[src/rtl/game24_core.sv]
// "Make 24" arithmetic core: conditions switches/keys, sequences a seven-step
// postfix expression over four fixed cards, and drives the result digits and LEDs.
module game24_core #(
  parameter int C1       = 2,
  parameter int C2       = 5,
  parameter int C3       = 4,
  parameter int C4       = 3,
  parameter int DEBOUNCE = 1000000
) (
  input  logic       clock_i,
  input  logic       reset_i,
  input  logic       st1_i,
  input  logic       st2_i,
  input  logic       st3_i,
  input  logic       st4_i,
  input  logic       st5_i,
  input  logic       st6_i,
  input  logic       st7_i,
  input  logic       plus_i,
  input  logic       minus_i,
  input  logic       multiply_i,
  input  logic       divide_i,
  input  logic       k1_i,
  input  logic       k2_i,
  input  logic       k3_i,
  input  logic       k4_i,
  output logic [6:0] y_o,
  output logic [6:0] y_1_o,
  output logic [6:0] y_2_o,
  output logic [6:0] y_3_o,
  output logic [6:0] y_4_o,
  output logic [6:0] y_5_o,
  output logic       L0_o,
  output logic       L1_o,
  output logic       L2_o,
  output logic       L3_o,
  output logic       L4_o,
  output logic       L5_o,
  output logic       L6_o,
  output logic       L7_o,
  output logic       L8_o,
  output logic       L9_o
);

  localparam int NIN = 15;
  localparam int CW  = $clog2(DEBOUNCE + 1);
  localparam logic [CW-1:0] DB_LOAD = CW'(DEBOUNCE - 1);
  localparam logic [3:0] CV1 = 4'(C1);
  localparam logic [3:0] CV2 = 4'(C2);
  localparam logic [3:0] CV3 = 4'(C3);
  localparam logic [3:0] CV4 = 4'(C4);
  localparam logic [6:0] SEG_BLANK = 7'h7F;
  localparam logic [6:0] SEG_MINUS = 7'h3F;
  localparam logic [6:0] SEG_E     = 7'h06;

  typedef enum logic [1:0] {S_RUN, S_OP, S_ERR} state_t;

  function automatic logic [6:0] seg7(input logic [3:0] d);
    case (d)
      4'd0: seg7 = 7'h40;
      4'd1: seg7 = 7'h79;
      4'd2: seg7 = 7'h24;
      4'd3: seg7 = 7'h30;
      4'd4: seg7 = 7'h19;
      4'd5: seg7 = 7'h12;
      4'd6: seg7 = 7'h02;
      4'd7: seg7 = 7'h78;
      4'd8: seg7 = 7'h00;
      4'd9: seg7 = 7'h10;
      default: seg7 = SEG_BLANK;
    endcase
  endfunction

  // Input bit order: st1..st7, plus, minus, multiply, divide, k1..k4.
  logic [NIN-1:0] raw, sync1_q, sync2_q, deb_q, deb_d;
  logic [CW-1:0]  cnt_q [NIN];
  logic [CW-1:0]  cnt_d [NIN];
  logic [6:0]     st_prev_q;

  assign raw = {k4_i, k3_i, k2_i, k1_i, divide_i, multiply_i, minus_i, plus_i,
                st7_i, st6_i, st5_i, st4_i, st3_i, st2_i, st1_i};

  always_comb begin
    deb_d = deb_q;
    for (int i = 0; i < NIN; i++) begin
      cnt_d[i] = cnt_q[i];
      if (sync2_q[i] == deb_q[i]) begin
        cnt_d[i] = DB_LOAD;
      end else if (cnt_q[i] == '0) begin
        deb_d[i] = sync2_q[i];
        cnt_d[i] = DB_LOAD;
      end else begin
        cnt_d[i] = cnt_q[i] - CW'(1);
      end
    end
  end

  always_ff @(posedge clock_i) begin
    if (!reset_i) begin
      sync1_q   <= '0;
      sync2_q   <= '0;
      deb_q     <= '0;
      st_prev_q <= '0;
      for (int i = 0; i < NIN; i++) cnt_q[i] <= DB_LOAD;
    end else begin
      sync1_q   <= raw;
      sync2_q   <= sync1_q;
      deb_q     <= deb_d;
      st_prev_q <= deb_q[6:0];
      for (int i = 0; i < NIN; i++) cnt_q[i] <= cnt_d[i];
    end
  end

  logic [6:0] st_deb, rise, exp_edge;
  logic [3:0] op_deb, key_deb, key_val;
  assign st_deb  = deb_q[6:0];
  assign op_deb  = deb_q[10:7];
  assign key_deb = deb_q[14:11];
  assign rise    = st_deb & ~st_prev_q;
  assign key_val = ({4{key_deb[0]}} & CV1) | ({4{key_deb[1]}} & CV2) |
                   ({4{key_deb[2]}} & CV3) | ({4{key_deb[3]}} & CV4);

  state_t             state_q, state_d;
  logic [3:0]         step_q, step_d;
  logic signed [15:0] acc_q, acc_d;
  logic [3:0]         used_q, used_d, card_a_q, card_a_d, card_b_q, card_b_d, op_q, op_d;
  logic [6:0]         done_q, done_d;
  logic               disp_q, disp_d, win_q, win_d, lose_q, lose_d;

  // Step 8 shifts the single bit out, so any edge after step 7 is an error.
  assign exp_edge = 7'd1 << (step_q - 4'd1);

  logic signed [15:0] left, right, right_nz, result, quot, rem;
  logic               div_bad, card_step, restart;

  always_comb begin
    left     = (step_q == 4'd4) ? $signed({12'd0, card_a_q}) : acc_q;
    right    = $signed({12'd0, card_b_q});
    right_nz = (right == 16'sd0) ? 16'sd1 : right;
    quot     = left / right_nz;
    rem      = left % right_nz;
    result   = quot;
    if (op_q[0])      result = left + right;
    else if (op_q[1]) result = left - right;
    else if (op_q[2]) result = left * right;
    div_bad  = op_q[3] && ((right == 16'sd0) || (rem != 16'sd0));
  end

  assign card_step = (step_q == 4'd1) || (step_q == 4'd2) || (step_q == 4'd4) || (step_q == 4'd6);
  assign restart   = (st_deb == '0) && ((step_q > 4'd1) || (state_q == S_ERR));

  always_comb begin
    state_d  = state_q;
    step_d   = step_q;
    acc_d    = acc_q;
    used_d   = used_q;
    card_a_d = card_a_q;
    card_b_d = card_b_q;
    op_d     = op_q;
    done_d   = done_q;
    disp_d   = disp_q;
    win_d    = win_q;
    lose_d   = lose_q;
    case (state_q)
      S_RUN: begin
        if (rise != '0) begin
          if (rise != exp_edge) begin
            state_d = S_ERR;
          end else if (card_step) begin
            if (!$onehot(key_deb) || ((used_q & key_deb) != '0)) begin
              state_d = S_ERR;
            end else begin
              used_d = used_q | key_deb;
              if (step_q == 4'd1) card_a_d = key_val;
              else                card_b_d = key_val;
              done_d = done_q | exp_edge;
              step_d = step_q + 4'd1;
            end
          end else if (!$onehot(op_deb)) begin
            state_d = S_ERR;
          end else begin
            op_d    = op_deb;
            done_d  = done_q | exp_edge;
            step_d  = step_q + 4'd1;
            state_d = S_OP;
          end
        end
      end
      S_OP: begin
        if (div_bad) begin
          state_d = S_ERR;
        end else begin
          acc_d   = result;
          disp_d  = 1'b1;
          state_d = S_RUN;
          if (step_q == 4'd8) begin
            win_d  = (result == 16'sd24);
            lose_d = (result != 16'sd24);
          end
        end
      end
      default: ;
    endcase
    if (restart) begin
      state_d = S_RUN;
      step_d  = 4'd1;
      acc_d   = '0;
      used_d  = '0;
      done_d  = '0;
      disp_d  = 1'b0;
      win_d   = 1'b0;
      lose_d  = 1'b0;
    end
  end

  always_ff @(posedge clock_i) begin
    if (!reset_i) begin
      state_q  <= S_RUN;
      step_q   <= 4'd1;
      acc_q    <= '0;
      used_q   <= '0;
      card_a_q <= '0;
      card_b_q <= '0;
      op_q     <= '0;
      done_q   <= '0;
      disp_q   <= 1'b0;
      win_q    <= 1'b0;
      lose_q   <= 1'b0;
    end else begin
      state_q  <= state_d;
      step_q   <= step_d;
      acc_q    <= acc_d;
      used_q   <= used_d;
      card_a_q <= card_a_d;
      card_b_q <= card_b_d;
      op_q     <= op_d;
      done_q   <= done_d;
      disp_q   <= disp_d;
      win_q    <= win_d;
      lose_q   <= lose_d;
    end
  end

  always_comb begin
    y_4_o = SEG_BLANK;
    y_5_o = SEG_BLANK;
    if (state_q == S_ERR) begin
      y_4_o = SEG_E;
      y_5_o = SEG_E;
    end else if (disp_q) begin
      if (acc_q >= 16'sd0 && acc_q <= 16'sd99) begin
        y_4_o = seg7(4'(acc_q[6:0] / 7'd10));
        y_5_o = seg7(4'(acc_q[6:0] % 7'd10));
      end else if (acc_q < 16'sd0 && acc_q >= -16'sd9) begin
        y_4_o = SEG_MINUS;
        y_5_o = seg7(4'(-acc_q));
      end else begin
        y_4_o = SEG_MINUS;
        y_5_o = SEG_MINUS;
      end
    end
  end

  assign y_o   = seg7(CV1);
  assign y_1_o = seg7(CV2);
  assign y_2_o = seg7(CV3);
  assign y_3_o = seg7(CV4);
  assign {L6_o, L5_o, L4_o, L3_o, L2_o, L1_o, L0_o} = done_q;
  assign L7_o  = (state_q == S_ERR);
  assign L8_o  = win_q;
  assign L9_o  = lose_q;

endmodule

[config.mk]
export PLATFORM = sky130hd
export DESIGN_NAME = game24_core
export DESIGN_NICKNAME = d
export VERILOG_FILES = /design/src/rtl/game24_core.sv
export SDC_FILE = /design/constraint.sdc
export NUM_CORES = 1
export LEC_CHECK = 0
export CORE_MARGIN = 2
export CORE_UTILIZATION = 64
export CTS_CLUSTER_SIZE = 20
export DETAILED_ROUTE_END_ITERATION = 16
export HOLD_SLACK_MARGIN = 0.06
export PLACE_DENSITY = 0.82
export SLEW_MARGIN = 10
export SYNTH_ARGS = -nofsm -noshare
export SYNTH_HDL_FRONTEND = slang
export SYNTH_SLANG_ARGS = --single-unit
[constraint.sdc]
create_clock -name clock_i -period 35.7 [get_ports clock_i]
set_input_delay 3.57 -clock clock_i [delete_from_list [all_inputs] [get_ports clock_i]]
set_output_delay 3.57 -clock clock_i [all_outputs]
set_load 0.01 [all_outputs]
=== Word level (Yosys, flattened, before mapping) ===
Memory sizes are Yosys's and may differ from the RTL's.
Cells that the tools add are included.

* Bits in read-only memories: 336
* Word-level logic and storage cells: 274
* Input port bits: 17
* Flip-flop bits (word level): 100
* Memories kept: 4
* Bits in writable memories: 300

* $lt $le $gt $ge: 5
* Equal/unequal tests: 30
* Shift operators: 1
* Bitwise logic cells: 44
* Multiplexer cells: 72
* Add/subtract/negate cells: 26
* $mul: 1
* Divide/modulo/power cells: 4
* Reductions and logical operators: 58

{| class="wikitable"
|+ Memories
! name !! depth !! width !! read ports !! clocked after Yosys merged registers in !! write ports !! line !! RTL
|-
| cnt_q || 15 || 20 || 15 || 0 || 15 || 76 || <nowiki>logic [CW-1:0] cnt_q [NIN];</nowiki>
|-
| (name not given) || 16 || 7 || 1 || 0 || 0 || 59 || <nowiki>case (d)</nowiki>
|-
| (name not given) || 16 || 7 || 1 || 0 || 0 || 59 ||
|-
| (name not given) || 16 || 7 || 1 || 0 || 0 || 59 ||
|}

{| class="wikitable"
|+ Operator list
! operator !! count
|-
| 20-bit two-way mux || 45
|-
| 20-bit logical NOT || 15
|-
| 20-bit by 1-bit subtractor with 20-bit output (second input constant) || 15
|-
| 7-bit two-way mux || 10
|-
| 16-bit two-way mux || 4
|-
| 2-bit AND reduction || 16
|-
| 1-bit inverter || 21
|-
| 16-bit by 5-bit adder with 16-bit output || 1
|-
| 16-bit by 16-bit divider with 16-bit output || 1
|-
| 16-bit by 6-bit == test with 1-bit output (second input constant) || 1
|-
| 16-bit by 1-bit >= comparator with 1-bit output (second input constant) || 1
|-
| 16-bit by 5-bit >= comparator with 1-bit output (second input constant) || 1
|-
| 16-bit by 8-bit less-or-equal comparator with 1-bit output (second input constant) || 1
|-
| 16-bit by 1-bit less-than comparator with 1-bit output (second input constant) || 1
|-
| 16-bit by 16-bit modulo with 16-bit output || 1
|-
| 16-bit by 5-bit multiplier with 16-bit output || 1
|-
| 4-bit two-way mux || 4
|-
| 16-bit by 6-bit inequality test with 1-bit output (second input constant) || 1
|-
| 16-bit nonzero test || 1
|-
| 16-bit by 5-bit subtractor with 16-bit output || 1
|-
| 1-bit == test || 15
|-
| 1-bit OR || 15
|-
| 5-bit AND reduction || 3
|-
| 2-bit two-way mux || 6
|-
| 41 further kinds || 60
|}

=== Depth between registers and ports, before layout ===
Gate-level depths: netlist of run 1.

* Depth after elaboration: 10
* Mapped depth: 161
* Mapped depth without buffers: 150

=== Worst setup path before layout of run 1 ===
OpenSTA, ideal clock, no wires.

* Path kind: register to register
* Start point: register step_q[0]
* End point: register win_q, in the netlist L8_o
* Setup slack: 4163 ps
* Data required time: 35583 ps
* Cell stages (with the launch flop): 149
* Clock period less this slack: 31537 ps
* Arrival: 31420 ps
* Path through: dfxtp_1 -> inv_1 -> ha_1 -> nand3b_1 -> nand2_1 -> clkbuf_1 -> buf_1 -> clkbuf_1 -> nor3_1 -> ha_1 -> or2_2 -> a2111o_1 -> o21ai_0 -> ha_1 -> o21a_1 -> o21ai_1 -> mux2i_1 -> a21o_1 -> (+113 left out) -> ha_1 -> and3_1 -> a31oi_2 -> nand3_4 -> inv_2 -> buf_6 -> mux2_1 -> ha_1 -> o211ai_2 -> or4_4 -> o31ai_1 -> xnor2_1 -> a21oi_1 -> and4_1 -> buf_4 -> or2_4 -> buf_6 -> a32o_1

* Word-level cells in the longest chain between the ends: 8
* Elaborated cells on any way between the ends: 21
* Classes of those cells: add/sub: 2; mul: 1; div: 2; order compare: 1; eq/ne: 3; mux: 4; bitwise: 1; reduce/logical: 7

{| class="wikitable"
|+ RTL lines
! item !! line !! RTL
|-
| from (decl) || 124 || <nowiki>logic [3:0] step_q, step_d;</nowiki>
|-
| from (signal assigned) || 231 || <nowiki>step_q <= step_d;</nowiki>
|-
| branches (longest 8 deep; another with 16-bit by 16-bit divider with 16-bit output) || n/a ||
|-
| to (signal assigned) || 239 || <nowiki>win_q <= win_d;</nowiki>
|-
| to (decl) || 128 || <nowiki>logic disp_q, disp_d, win_q, win_d, lose_q, lose_d;</nowiki>
|}

Several ways; the timed one is not identified.
A chain may end at the register's enable or synchronous reset.

=== Worst setup path after layout of run 1 ===
Same ends and word-level chain as after synthesis.

==> metrics.txt, run 1 <==
number of synthesized flops with an enable pin=0; Initial Utilization=64.85%; Async SR Flop Fraction=0%; most used cell, CP=ha_1; worst-path fanout max=20; Area Growth Syn to Fin=7.842%; core outline area=41950 sq um; Peak Freq=29.99 MHz; GRT Util Overall=30.77%; top area cells in the synthesized netlist=dfxtp_1, xnor2_1, nor2_1; Post-CTS Hold Fix Bufs=0; CP max-delay cell=or4_1; run status=finished clean; Setup-failing EPs final=0; maxcap violations=0; cts bufs inserted=39; Leak=11.39 nW; DP HPWL=50950 um; Worst Hold End=cnt_q[0][120]; I/O Buffers=40; Avg WL per Cell=17.34 um; syn avg cell area=7.912 sq um; PnR worst setup slack=2.357 ns; layout cells sized above 1=7.046%; Distinct cells, synth=123; CTS tree=built; worst hold path cell count=1; element type at the critical path end=flip-flop; Mapped Cells=3438; Crit path buffers/inverters=11; HP Class=reg2reg; Seq. cell area=7968 sq um; top_reg_cell synth=dfxtp_1; die height=210.2 um; final count of pins violating max slew=0; Reg clk slew, reported paths=0.06 ns; gr ovfl total=0; clk sinks=398; register area share after synthesis=29.29%; reg2reg end=L8_o; number of global-route vias before repair=24150; delay of the slowest critical-path stage=0.53 ns; Yosys reg bits=398; Core Rows=75; Hold WS=0.3954 ns; Die Footprint=44170 sq um; worst hold start=cnt_q[0][120]; slack of the worst reg-to-reg path=2.36 ns; commonest non-fill, non-tap cell in the layout=nor2_1; Layout Nets=3584; crit path time final=33.34 ns; clock latency on the worst-skew pair=0.54 ns; Filler cells=3275; Peak VDD IR=0.00004504 V; maximum buffer depth of the clock tree=3; Clock Skew=0.02062 ns; Power Dens Cells=30.13 nW/um^2; via count=24760; post-synth top area share=29.29%; Worst setup SP type=flip-flop; final WL=69190 um; Hold Violations, Final=0; die extent in x=210.2 um; CP Data Required Time=36.18 ns; commonest non-fill, non-tap cells in the layout=nor2_1, dfxtp_1, nand2_1; Worst-Margin Slew=1.182 ns; RSZ-0062 raised after global routing=false; PnR Total Power=0.8839 mW; setup tns final=0 ns; Yosys Warn Count=0; CTS root buffer=clkbuf_16; GPL Wtd Cong=1.033; largest net degree at the start of global routing=49; critical setup path kind=reg2reg; Data arrival, critical path=33.82 ns; DR DRC count=0; global-route wire length before repair=114700 um; Synth Cell Area=27200 sq um; fin crit share=93.40%; drt first pass iters=6; Iter 0 DRT Violations=1956; pre-CTS WS=-0.2630 ns; post-layout util=69.94%; Routed Antenna Nets=0; H-tree depth=2; Multi-input gate area=18150 sq um; Ports=69; initial antenna violation count=1; reg2reg start=step_q[0]; r2r worst-path depth=145; cell taking the most area after synthesis=dfxtp_1; relative slew slack=21.22%; Top delay family on crit path=simple AND/OR/NAND/NOR gates; vias per cell=6.208
## synth_stat cells, types with 12 or more instances
cell / n
a31oi_1: 42
xnor2_1: 246
and2_1: 63
a211oi_2: 12
a211oi_1: 28
nor4_1: 85
mux2i_1: 47
nand2_1: 380
a21oi_1: 158
or2_2: 16
o31ai_1: 21
nand3b_1: 16
o21a_1: 27
clkbuf_1: 101
a21o_1: 21
and3_1: 34
nand2b_1: 63
nand4_1: 21
or4_1: 37
o21ai_0: 105
dfxtp_1: 398
o21ai_1: 13
nor2_1: 437
nor3_1: 154
buf_4: 33
xor2_1: 123
mux2_2: 14
or3_1: 48
nand3_1: 56
ha_1: 127
inv_1: 158
nor2b_1: 51
a311oi_1: 12
o211ai_1: 21
fa_1: 18
## power breakdown
group	internal (mW)	switching, mW
clock network	0.251	0.171
logic	0.00499	0.00952
registers	0.446	0.00109
total	0.703	0.181
## layer usage
metal  vias to the layer above  part of all wire, %  global-route usage [%]
li1                      11920                    -                       -
met2                       868                   49                   54.62
met1                     11740                   41                   36.91
met5                         -                    0                       0
met3                       239                  6.1                   4.201
met4                         0                  4.6                   14.11
## worst max-delay path by stage
stage,slack [ns],end,depth (start not counted),startpoint
finish,2.36,L8_o,145,step_q[0]
global route,0.009,L9_o,146,step_q[1]
CTS,0.14,acc_q[12],138,step_q[0]
detailed placement,-0.26,acc_q[12],138,step_q[0]
global placement,1.48,acc_q[0],138,step_q[0]
floorplan,4.16,L8_o,148,step_q[0]
## logic make-up (layout without fill, tap and decap cells)
| group | Yosys count | after routing | share of synthesized area, % |
|---|---|---|---|
| muxes | 69 | 69 | 2.732 |
| DFF | 398 | 398 | 29.29 |
| and+or+nand+nor | 1528 | 1528 | 27.99 |
| buffers and inverters | 314 | 299 | 4.972 |
| adders and majority gates | 145 | 145 | 7.166 |
| AOI/OAI and AO/OA | 612 | 612 | 15.84 |
| other | 2 | 29 | 0.02761 |
| xor gates and xnor gates | 370 | 370 | 11.98 |
## layout make-up
| cell class | count | area share, % |
|---|---|---|
| multi-input cells | 2752 | 61.86 |
| flip-flops and latches | 398 | 27.16 |
| clock buffers | 51 | 3.694 |
| well taps | 539 | 2.299 |
| repair buffers | 71 | 2.141 |
| inverters | 160 | 2.056 |
| clock inverters | 17 | 0.7848 |
| diodes | 1 | 0.008530 |
## through the flow
step	cells	cell area, sq um
final	3989	29340
after global routing	3989	29340
after CTS	3982	29130
after detailed placement	3914	27810
after global placement	3914	27810
after floorplan	3464	27300
## sequential cells by signal (all words and copies together) (netlist names)
name	cells
L8_o	1
L9_o	1
acc_q	16
card_a_q	3
card_b_q	3
cnt_q	300
deb_q	15
disp_q	1
done_q	7
op_q	4
st_prev_q	7
state_q	2
step_q	4
sync1_q	15
sync2_q	15
used_q	4
## timing repair
action                     in CTS  in global routing
pin swaps                       0                  4
setup buffers                   0                  6
resized for setup               2                 36
setup endpoints to repair      20                 20
No activity file was read; power rests on OpenSTA's default activity.
==> inputs of run 2 (changes only) <==
--- a/config.mk
+++ b/config.mk
@@ -9,6 +9,7 @@
 export CORE_UTILIZATION = 64
 export CTS_CLUSTER_SIZE = 20
 export DETAILED_ROUTE_END_ITERATION = 16
+export GPL_TIMING_DRIVEN = 0
 export HOLD_SLACK_MARGIN = 0.06
 export PLACE_DENSITY = 0.82
 export SLEW_MARGIN = 10
==> run 2 against run 1 <==
Die area stayed put. Wire length is 5.5% higher. Non-clock buffer count increased by 142. Total power grew 3.5%. Worst hold slack got worse by 0.0051 ns. Design area grew 3.2%. Cell count up 3.7%. Clock skew grew 0.015 ns. Combinational power rose by 26%. Highest routed layer unchanged.
==> metrics.txt, run 2 (synthesis results as in run 1) <==
Area Growth Syn to Fin=11.26%; GPL Wtd Cong=0.9520; Ports=69; Hold WS=0.3903 ns; number of global-route vias before repair=24500; critical setup path kind=reg2reg; CTS root buffer=clkbuf_16; dpl cell area=28370 sq um; die height=210.2 um; Routed met1 length=30700 um; Power Dens Cells=30.22 nW/um^2; clk sinks=398; Worst setup SP type=flip-flop; PnR Total Power=0.9145 mW; H-tree depth=2; commonest non-fill, non-tap cells in the layout=nor2_1, dfxtp_1, nand2_1; Leak=11.80 nW; largest register by flop count=cnt_q; die extent in x=210.2 um; largest net degree at the start of global routing=16; core outline area=41950 sq um; initial antenna violation count=0; top flop regs=cnt_q: 300 flops, acc_q: 16 flops; PnR worst setup slack=1.984 ns; Layout Nets=3728; cts bufs inserted=40; GRT Util Overall=32.08%; most used cell, CP=ha_1; Routed Antenna Nets=0; final count of pins violating max slew=0; Peak Freq=29.66 MHz; clock latency on the worst-skew pair=0.59 ns; layout cells sized above 1=8.479%; DR DRC count=0; DP HPWL=53650 um; I/O Buffers=40; metal2 WL=35620 um; delay of the slowest critical-path stage=0.53 ns; via count=25220; crit path time final=33.72 ns; Reg clk slew, reported paths=0.06 ns; Setup-failing EPs final=0; drt first pass iters=6; maxcap violations=0; CP Data Required Time=36.23 ns; relative slew slack=34.09%; commonest non-fill, non-tap cell in the layout=nor2_1; Data arrival, critical path=34.25 ns; Avg WL per Cell=17.66 um; CP max-delay cell=or4_1; CTS tree=built; met3 wire len=4146 um; global-route wire length before repair=118800 um; Post-CTS Hold Fix Bufs=0; Initial Utilization=64.85%; final WL=73020 um; setup tns final=0 ns; Iter 0 DRT Violations=1899; Clock Skew=0.03585 ns; worst-path fanout max=10; fin area=30260 sq um; gr ovfl total=0; Peak VDD IR=0.00004594 V; vias per cell=6.097; Top Layer Used=met4; Hold Violations, Final=0; pre-CTS WS=-2.872 ns; max reg flops=300; element type at the critical path end=flip-flop; Worst-Margin Slew=0.9796 ns; HP Class=reg2reg; fin crit share=94.44%; run status=finished clean; # diodes=0; maximum buffer depth of the clock tree=3; Core Rows=75; Die Footprint=44170 sq um
[run 2: stage by stage]
stage,utilization (%),instances
2_1_floorplan,-,3464
3_3_place_gp,67.65,4043
3_5_place_dp,67.65,4043
4_1_cts,71.36,4120
5_1_grt,72.15,4136
6_report,72.15,4136
[run 2: repair_timing]
| item | in CTS | in global routing |
|---|---|---|
| pin swaps | 2 | 6 |
| resized for setup | 23 | 51 |
| setup buffers | 6 | 16 |
| cloned | 0 | 1 |
| setup endpoints to repair | 20 | 20 |
[run 2: cell type report]
class	instances	area, sq um
Multi-Input combinational cell	2753	18270
Fill cell	3230	11680
Sequential cell	398	7969
Clock buffer	57	1145
Buffer	151	759.5
Tap cell	539	674.4
Inverter	160	604.3
Timing Repair Buffer	62	565.5
Clock inverter	16	277.8
[run 2: worst paths after layout]
kind / slack (ns) / cells past startpoint / end / start
max: 1.98 / 149 / L8_o / step_q[0]
max reg2reg: 1.98 / 149 / L8_o / step_q[0]
min: 0.39 / 1 / cnt_q[1][60] / cnt_q[1][60]
min reg2reg: 0.39 / 1 / cnt_q[1][60] / cnt_q[1][60]
[run 2: critical path, delay by kind of cell, from the launching register on]
family                     cells  cell delay [ns]
AOI/OAI and AO/OA             48             9.95
DFF                            1             0.37
and+or+nand+nor               50            10.77
buffers and inverters         19             3.24
xor gates and xnor gates       2             0.33
muxes                         12             3.42
adders and majority gates     18             5.45
[run 2: per-layer routing]
metal,GRT usage [%],vias to the layer above
met4,11.35,0
met1,39.43,12010
met3,4.395,168
li1,-,12240
met2,57.36,805
met5,0,-
[run 2: power breakdown]
group	internal, mW	switching, mW	total (mW)
sequential	0.446	0.00119	0.447
clock	0.265	0.184	0.449
combinational	0.00740	0.0109	0.0183
==> inputs of run 3 (changes only) <==
--- a/config.mk
+++ b/config.mk
@@ -5,6 +5,7 @@
 export SDC_FILE = /design/constraint.sdc
 export NUM_CORES = 1
 export LEC_CHECK = 0
+export CORE_ASPECT_RATIO = 0.9
 export CORE_MARGIN = 2
 export CORE_UTILIZATION = 64
 export CTS_CLUSTER_SIZE = 20
==> run 3 against run 2 <==
Count of clock-buffer cells in the layout grew 3. Clock skew shrank 0.0073 ns. Flip-flop and latch count stayed put. Combinational power about the same. Global-route usage is 0.68 points lower. Critical path type unchanged.
==> metrics.txt, run 3 (synthesis results as in run 1) <==
# diodes=0; worst-path fanout max=12; most used cell, CP=ha_1; DP HPWL=53440 um; Reg clk slew, reported paths=0.06 ns; Worst-Margin Slew=1.080 ns; Area Growth Syn to Fin=10.90%; GRT Util Overall=31.39%; critical setup path kind=reg2reg; run status=finished clean; die height=199.6 um; HP Class=reg2reg; Data arrival, critical path=34.40 ns; DR DRC count=0; Clock Skew=0.02850 ns; metal2 WL=34020 um; Core Rows=71; GPL Wtd Cong=0.9832; Top delay family on crit path=compound AO/OA/AOI/OAI gates; met3 wire len=4310 um; fin area=30170 sq um; via count=25210; I/O Buffers=40; CTS root buffer=clkbuf_16; CP Data Required Time=36.16 ns; global-route wire length before repair=116900 um; cts bufs inserted=42; Peak VDD IR=0.00004892 V; PnR Total Power=0.8993 mW; fin crit share=95.06%; delay of the slowest critical-path stage=0.68 ns; element type at the critical path end=flip-flop; clk sinks=398; commonest non-fill, non-tap cells in the layout=nor2_1, dfxtp_1, nand2_1; CTS tree=built; Filler cells=3208; Hold Violations, Final=0; Layout Nets=3724; Setup-failing EPs final=0; initial antenna violation count=0; vias per cell=6.091; Avg WL per Cell=17.28 um; Peak Freq=29.47 MHz; Die Footprint=44170 sq um; top flop regs=cnt_q: 300 flops, acc_q: 16 flops; CP max-delay cell=or4_1; Power Dens Cells=29.81 nW/um^2; core outline area=41840 sq um; die extent in x=221.3 um; commonest non-fill, non-tap cell in the layout=nor2_1; Routed Antenna Nets=0; crit path time final=33.94 ns; final count of pins violating max slew=0; Iter 0 DRT Violations=1869; Crit path buffers/inverters=20; Leak=11.77 nW; H-tree depth=2; largest net degree at the start of global routing=16; dpl cell area=28380 sq um; final WL=71520 um; maxcap violations=0; Ports=69; largest register by flop count=cnt_q; drt first pass iters=6; Routed met1 length=30830 um; Worst setup SP type=flip-flop; layout cells sized above 1=8.213%; maximum buffer depth of the clock tree=3; Initial Utilization=65.01%; number of global-route vias before repair=24280; gr ovfl total=0; Top Layer Used=met4; relative slew slack=27.45%; max reg flops=300; clock latency on the worst-skew pair=0.58 ns; setup tns final=0 ns
[run 3: cell types whose count changed in the layout (fill, tap and decap cells not counted), sizes merged]
cell      change
bufinv        -3
buf           -3
clkbuf        +1
clkinv        +2
and3b         -1
clkinvlp      -1
[run 3: routing by layer]
| metal | vias to the layer above | GRT usage, % |
|---|---|---|
| li1 | 12210 | - |
| met1 | 11970 | 39.76 |
| met2 | 848 | 55.13 |
| met3 | 182 | 3.867 |
| met4 | 0 | 11.36 |
| met5 | - | 0 |
[run 3: where the power goes]
group          internal, mW  switching (mW)  total [mW]
Combinational       0.00741          0.0110      0.0184
Sequential            0.446         0.00113       0.447
Clock                 0.251           0.182       0.433
[run 3: final timing paths]
kind	cells past startpoint	endpoint	start	slack (ns)
setup / recovery	148	acc_q[11]	step_q[0]	1.76
hold / removal	1	cnt_q[0][120]	cnt_q[0][120]	0.39
setup reg to reg	148	acc_q[11]	step_q[0]	1.76
hold reg to reg	1	cnt_q[0][120]	cnt_q[0][120]	0.39
[run 3: metrics by stage]
step	hold slack [ns]	instances	util, %	setup slack [ns]
floorplan	0.3656	3464	-	4.163
CTS	0.3949	4129	71.41	0.02220
finish	0.3916	4139	72.10	1.763
global route	0.4062	4139	72.10	-0.3704
detailed placement	0.3809	4051	67.84	-2.793
global placement	0.3734	4051	67.84	-1.955
[run 3: timing repair]
item / CTS / global route
setup endpoints to repair: 20 / 20
gates cloned: 0 / 0
setup buffers: 5 / 12
resized for setup: 20 / 47
hold buffers: 0 / 0
pin swaps: 2 / 6
[run 3: layout make-up]
class	count	area [sq um]	area share (%)
well taps	547	684.4	2.269
clock inverters	14	175.2	0.5807
plain buffers	151	750.7	2.489
flip-flops and latches	398	7968	26.41
inverters	160	600.6	1.991
multi-input cells	2752	18260	60.54
clock buffers	60	1199	3.973
repair buffers	57	528.0	1.750
